===== src/rtl/seq_detect_param.sv =====
// seq_detect_param: parametrised serial pattern detector with runtime-programmable
// pattern and overlap mode, input-valid qualifier and saturating match counter.
module seq_detect_param #(
  parameter int unsigned      PAT_W       = 4,
  parameter logic [PAT_W-1:0] DEF_PATTERN = 4'b1011,
  parameter logic             DEF_OVERLAP = 1'b1,
  parameter int unsigned      CNT_W       = 8
) (
  input  logic             clk,
  input  logic             reset,
  input  logic             inp_bit,
  input  logic             inp_valid,
  input  logic             cfg_load,
  input  logic [PAT_W-1:0] cfg_pattern,
  input  logic             cfg_overlap,
  input  logic             clr_count,
  output logic             seq_seen,
  output logic [CNT_W-1:0] match_count,
  output logic             count_sat
);

  localparam int unsigned FILL_W = $clog2(PAT_W + 1);
  localparam logic [FILL_W-1:0] FILL_FULL = FILL_W'(PAT_W);

  logic [PAT_W-1:0]  pattern;
  logic              overlap;
  logic [PAT_W-1:0]  hist;
  logic [FILL_W-1:0] fill;

  logic [PAT_W-1:0]  hist_nxt;
  logic [FILL_W-1:0] fill_inc;
  logic              accept;
  logic              match;
  logic [CNT_W-1:0]  count_nxt;

  // Next history/fill for an accepted bit, match detection and next counter value.
  always_comb begin
    accept    = inp_valid && !cfg_load;
    hist_nxt  = {hist[PAT_W-2:0], inp_bit};
    fill_inc  = (fill == FILL_FULL) ? fill : fill + FILL_W'(1);
    match     = accept && (fill_inc == FILL_FULL) && (hist_nxt == pattern);
    count_nxt = match_count;
    if (clr_count)
      count_nxt = '0;
    else if (match && (match_count != '1))
      count_nxt = match_count + CNT_W'(1);
  end

  // Configuration, shift history, fill tracking, match pulse and counter.
  always_ff @(posedge clk) begin
    if (reset) begin
      pattern     <= DEF_PATTERN;
      overlap     <= DEF_OVERLAP;
      hist        <= '0;
      fill        <= '0;
      seq_seen    <= 1'b0;
      match_count <= '0;
      count_sat   <= 1'b0;
    end else begin
      seq_seen <= 1'b0;
      if (cfg_load) begin
        // Loading a new pattern restarts detection; the bit offered this cycle is dropped.
        pattern <= cfg_pattern;
        overlap <= cfg_overlap;
        fill    <= '0;
      end else if (inp_valid) begin
        hist     <= hist_nxt;
        fill     <= (match && !overlap) ? '0 : fill_inc;
        seq_seen <= match;
      end
      match_count <= count_nxt;
      count_sat   <= (count_nxt == '1);
    end
  end

endmodule


===== config.mk =====
export PLATFORM = sky130hd
export DESIGN_NAME = seq_detect_param
export DESIGN_NICKNAME = d
export VERILOG_FILES = /design/src/rtl/seq_detect_param.sv
export SDC_FILE = /design/constraint.sdc
export NUM_CORES = 1
export LEC_CHECK = 0
export CAP_MARGIN = 10
export CORE_AREA = 2 2 63 65
export CTS_CLUSTER_SIZE = 25
export DETAILED_ROUTE_END_ITERATION = 7
export DIE_AREA = 0 0 65 67
export GPL_ROUTABILITY_DRIVEN = 1
export PLACE_DENSITY = 0.61
export SYNTH_ARGS = -nofsm -noshare
export SYNTH_HDL_FRONTEND = slang
export SYNTH_SLANG_ARGS = --single-unit

===== constraint.sdc =====
create_clock -name clk -period 3.5 [get_ports clk]
set_input_delay 0.525 -clock clk [delete_from_list [all_inputs] [get_ports clk]]
set_output_delay 0.525 -clock clk [all_outputs]
set_load 0.01 [all_outputs]

### Word-level counts from Yosys, hierarchy flattened

Cells that the tools add are included.

| storage, ports and cells | value |
|---|---|
| logic and storage cells | 30 |
| register bits after elaboration | 21 |
| bits of input ports | 11 |
| output and inout port bits | 10 |

| cells by class | value |
|---|---|
| bitwise gates (word level) | 2 |
| multiplexer cells | 4 |
| add/sub/neg operators | 2 |
| reduce and logical (&&, ||, !) cells | 10 |
| eq/ne operators | 5 |

Operators by type and width:

| operator | count |
|---|---|
| 8-bit 2-to-1 mux | 2 |
| 8-bit by 1-bit adder with 8-bit output, second input constant | 1 |
| 8-bit == test, second input constant | 1 |
| 8-bit != test, second input constant | 1 |
| 3-bit == test, second input constant | 2 |
| 3-bit 2-to-1 mux | 2 |
| 1-bit logical AND | 5 |
| 4-bit == test | 1 |
| 3-bit by 1-bit adder with 3-bit output, second input constant | 1 |
| 3-bit OR reduction | 1 |
| 1-bit logical NOT | 2 |
| 1-bit inverter | 2 |
| 2-bit AND reduction | 1 |
| 2-bit OR reduction | 1 |

### Logic depth before layout (Yosys ltp)

| depth | value |
|---|---|
| depth in word-level cells | 9 |
| mapped depth | 9 |
| gate-level depth less buffers | 8 |

### Worst setup path after synthesis

OpenSTA, ideal clock, no wires.

| path | value |
|---|---|
| kind | reg-to-reg |
| start | register fill[0] |
| end | register count_sat |
| setup time | 92 ps |
| data required time | 3408 ps |
| path buffers | 1 |
| period minus slack after synthesis | 2573 ps |
| arrival time | 2481 ps |
| stages on the path, launching flop included | 10 |
| slack | 927 ps |
| cells stage by stage | dfxtp_1 > inv_1 > ha_1 > nor4b_2 > a211oi_1 > or3_1 > buf_6 > or3_1 > a211o_1 > nor4_1 |

| between the ends | value |
|---|---|
| word-level cells in the longest chain between the ends | 9 |
| elaborated cells on any way between the ends | 10 |
| those cells by class | 1 x add/sub; 3 x eq/ne; 3 x mux; 3 x reduce/logical |

RTL lines:

| element | line | source |
|---|---|---|
| from (decl) | 28 | `logic [FILL_W-1:0] fill;` |
| from (signal assigned) | 68 | `fill <= (match && !overlap) ? '0 : fill_inc;` |
| 3-bit by 1-bit adder with 3-bit output / 3-bit == test (equally long branches) | 40 | `fill_inc = (fill == FILL_FULL) ? fill : fill + FILL_W'(1);` |
| 3-bit 2-to-1 mux * | 40 |  |
| 3-bit == test * | 41 | `match = accept && (fill_inc == FILL_FULL) && (hist_nxt == pattern);` |
| 1-bit logical AND * (2 in a row) | 41 |  |
| 1-bit logical AND * | 45 | `else if (match && (match_count != '1))` |
| 8-bit 2-to-1 mux * | 45 |  |
| 8-bit 2-to-1 mux * | 43 | `if (clr_count)` |
| 8-bit == test * | 72 | `count_sat <= (count_nxt == '1);` |
| to (signal assigned) | 72 |  |
| to (decl) | 19 | `output logic count_sat` |

Mark *: on every way between the ends. The rest lies on a longest branch, timed or not.
A chain may end at the register's enable or synchronous reset.

### Worst setup path after layout

Ends and elaborated chain as after synthesis.

==> metrics.txt <==
HP Class flop to flop; post-route ant nets 0; Worst Path Required 3.67 ns; total number of vias roughly 900; hold_ws around 0.52 ns; sequential fraction of the synthesis area 39.58%; leakage power 0.4439 nW; pwr dens 330.4 nW/um^2; HPWL after DPL 1692 microns; top cells by area, synth dfxtp_1 (40%), xnor2_1 (7.4%), nor2_1 (5.7%), mux2i_1 (4.7%), a211o_1 (4.1%); Worst Setup Path Type flop to flop; Final Hold Fails 0; CTS buffer count 3; number of synthesized register bits 21; Top Ports 21; drt total wl 2203 microns; met2 routed WL 1057 microns; R2R setup slack 0.67 ns; Startpoint Class flop; Post CTS Setup Buffer Count 0; Post-Synthesis Cells 117; EDFF count, synth 0; Clock Sinks 21; endpoints failing setup 0; sequential share of power 55.6%; Clock transition at path regs ~0.08 ns; unrepaired setup endpoints after global routing false; Netlist cell types 36; Routed WL per cell 11.91 microns; met3 wire len 122 microns; IO Port Bufs 20; WHS Path Cells 2; final net count 152; pin count of the biggest net entering global routing 14; metal1 wirelength 989 microns; P&R area growth vs syn 27.44%; Worst R2R Path Depth 8; reg2reg start fill[0]$_SDFFE_PP0P_; Pint 0.0003469 W; critical path cell sequence inv_1 > ha_1 > nor4b_2 > a211oi_1 > or3_1 > or3_1 > a211o_1 > nor4_1; Final period util 80.77%; worst slew pin tran 0.4831 ns; Peak VDD IR approximately 0.19 mV; Clock Latency Late Sink 0.26 ns; CTS Hold Bufs 0; Combinational Power Share under 10%; Layout Cells excl Fill 185; Clock Tree Root clkbuf_8; GRT Total Usage around 11%; Max clock buf depth 2; most frequent cell after synthesis dfxtp_1; DR top layer met4; hold path endpoint pattern[2]$_SDFFE_PP0P_; setup TNS 0 ns; initial antenna violation count 0; most frequent CP cell or3_1; Fill cells 372; relative slew slack 67.70%; leading cell types by count after synthesis dfxtp_1 (21), nor2_1 (16), xnor2_1 (9), nand2_1 (6); residual DRC count 0; Die X 65 microns; Avg Cell Area, Syn 9.079 sq um; RR Endpoint count_sat$_SDFF_PP0_; Vias/cell 4.859; DIE AREA 4355 sq um; run status completed; GRT overflow 0; syn nets 131; Starting Density 29.46%; Sw Ratio about 22%; vias in the first global route about 880; type of destination of the critical path flop; CTS tree done; 1st-pass router iterations 4; First DRT Iteration DRCs 72; post-placement cell count 181; dominant synthesized flop cell dfxtp_1; Yosys top cell by area dfxtp_1; routability cong. around 0.9; Placed Area 1308 sq um; min cycle time layout between 2 and 3 ns; WP buf/inv 1; Synth Cell Area 1062 sq um; antenna cells 0; Synth top area share 39.58%; H-tree depth 1; fmax 0.3538 GHz; Slew Viols, Final 0; # resized after CTS 0; clk_skew 0.002258 ns; CP Max Fanout 9; clock network power share a little over a third; critical path arrival 2.99 ns; first-pass GRT wire length around 3800 microns; layout cell share with drive strength beyond 1 8.759%; synth warn 0; Sw Pwr ~0.00010 W; Vert. Die Dim around 67 microns; Power Total 0.0004473 W; Hold Path Origin pattern[2]$_SDFFE_PP0P_; Crit-path slowest cell or3_1; max incr delay on CP 0.52 ns; post-route cell area roughly 1400 sq um; top cell family by delay on the critical path simple AND/OR/NAND/NOR gates; core area 3606 sq um; Async SR Flop Fraction 0%; row count 22; max_cap viols 0
[state kept, by name, summed over array words and instances (netlist names)]
signal / count
fill: 3
hist: 3
match_count: 8
seq_seen: 1
count_sat: 1
overlap: 1
pattern: 4
[worst min-delay path: stages, from the launching register on]
cell and delay [ns]:
dfxtp_1 0.34, mux2i_1 0.07, nor2_1 0.07
[metal layers]
layer,up-vias,global-route usage (%)
met5,-,0
met1,413,12.84
met4,0,6.383
met2,28,18.81
met3,5,3.716
li1,453,-
[layout by cell type, fill, tap and decap left out, types with 2 or more instances in the layout]
cell | Yosys | final
dfxtp_1 | 21 | 21
clkdlybuf4s50_1 | 0 | 20
nor2_1 | 16 | 16
xnor2_1 | 9 | 9
nand2_1 | 6 | 6
mux2i_1 | 5 | 5
a211o_1 | 5 | 5
nor2b_1 | 4 | 4
nor3_1 | 4 | 4
nand3_1 | 4 | 4
inv_1 | 3 | 3
a21oi_1 | 3 | 3
ha_1 | 3 | 3
clkbuf_8 | 0 | 3
and4bb_2 | 2 | 2
a211oi_1 | 2 | 2
or3_1 | 2 | 2
and3_1 | 2 | 2
nor4_1 | 2 | 2
nand3b_1 | 2 | 2
xor2_1 | 2 | 2
buf_4 | 0 | 2
[power groups by stage]
stage	logic, W	registers, W	clock network [W]
after floorplan	0.0000233	0.000253	0
after global placement	0.0000390	0.000254	0
after detailed placement	0.0000400	0.000255	0
after CTS	0.0000401	0.000249	0.000171
after global routing	0.0000436	0.000250	0.000179
final	0.0000395	0.000249	0.000159
[layout make-up]
class	count	area, sq um	share of cell area [%]
Tap cell	48	60.06	4.436
Multi-Input combinational cell	87	600.6	44.36
Clock inverter	1	5.005	0.3697
Sequential cell	21	420.4	31.05
Inverter	3	11.26	0.8318
Clock buffer	3	41.29	3.050
Timing Repair Buffer	22	215.2	15.90
[stage by stage]
stage                     util [%]  setup WS (ns)
final                        37.54         0.6732
after global placement       36.26         0.6664
after global routing         37.54         0.5266
after CTS                    37.54         0.6699
after detailed placement     36.26         0.5878
after floorplan                  -         0.9274
[logic make-up (layout without fill, tap and decap cells)]
| logic type | after synthesis | after routing | synth area share, % |
|---|---|---|---|
| adder cells (fa/ha/maj) | 3 | 3 | 3.534 |
| AO/OA/AOI/OAI | 15 | 15 | 10.48 |
| flip-flops | 21 | 21 | 39.58 |
| AND/OR/NAND/NOR | 53 | 53 | 28.74 |
| multiplexers | 5 | 5 | 4.712 |
| XOR/XNOR | 11 | 11 | 9.070 |
| buffers and inverters | 9 | 29 | 3.886 |
[worst max path at each step]
stage,to,slack [ns],from,depth (start not counted)
global placement,count_sat$_SDFF_PP0_,0.67,inp_valid,7
floorplan,count_sat$_SDFF_PP0_,0.93,fill[0]$_SDFFE_PP0P_,9
global route,count_sat$_SDFF_PP0_,0.53,fill[0]$_SDFFE_PP0P_,8
detailed placement,count_sat$_SDFF_PP0_,0.59,inp_valid,7
CTS,count_sat$_SDFF_PP0_,0.67,fill[0]$_SDFFE_PP0P_,8
finish,count_sat$_SDFF_PP0_,0.67,fill[0]$_SDFFE_PP0P_,8
Power figures use the tool's default switching activity.
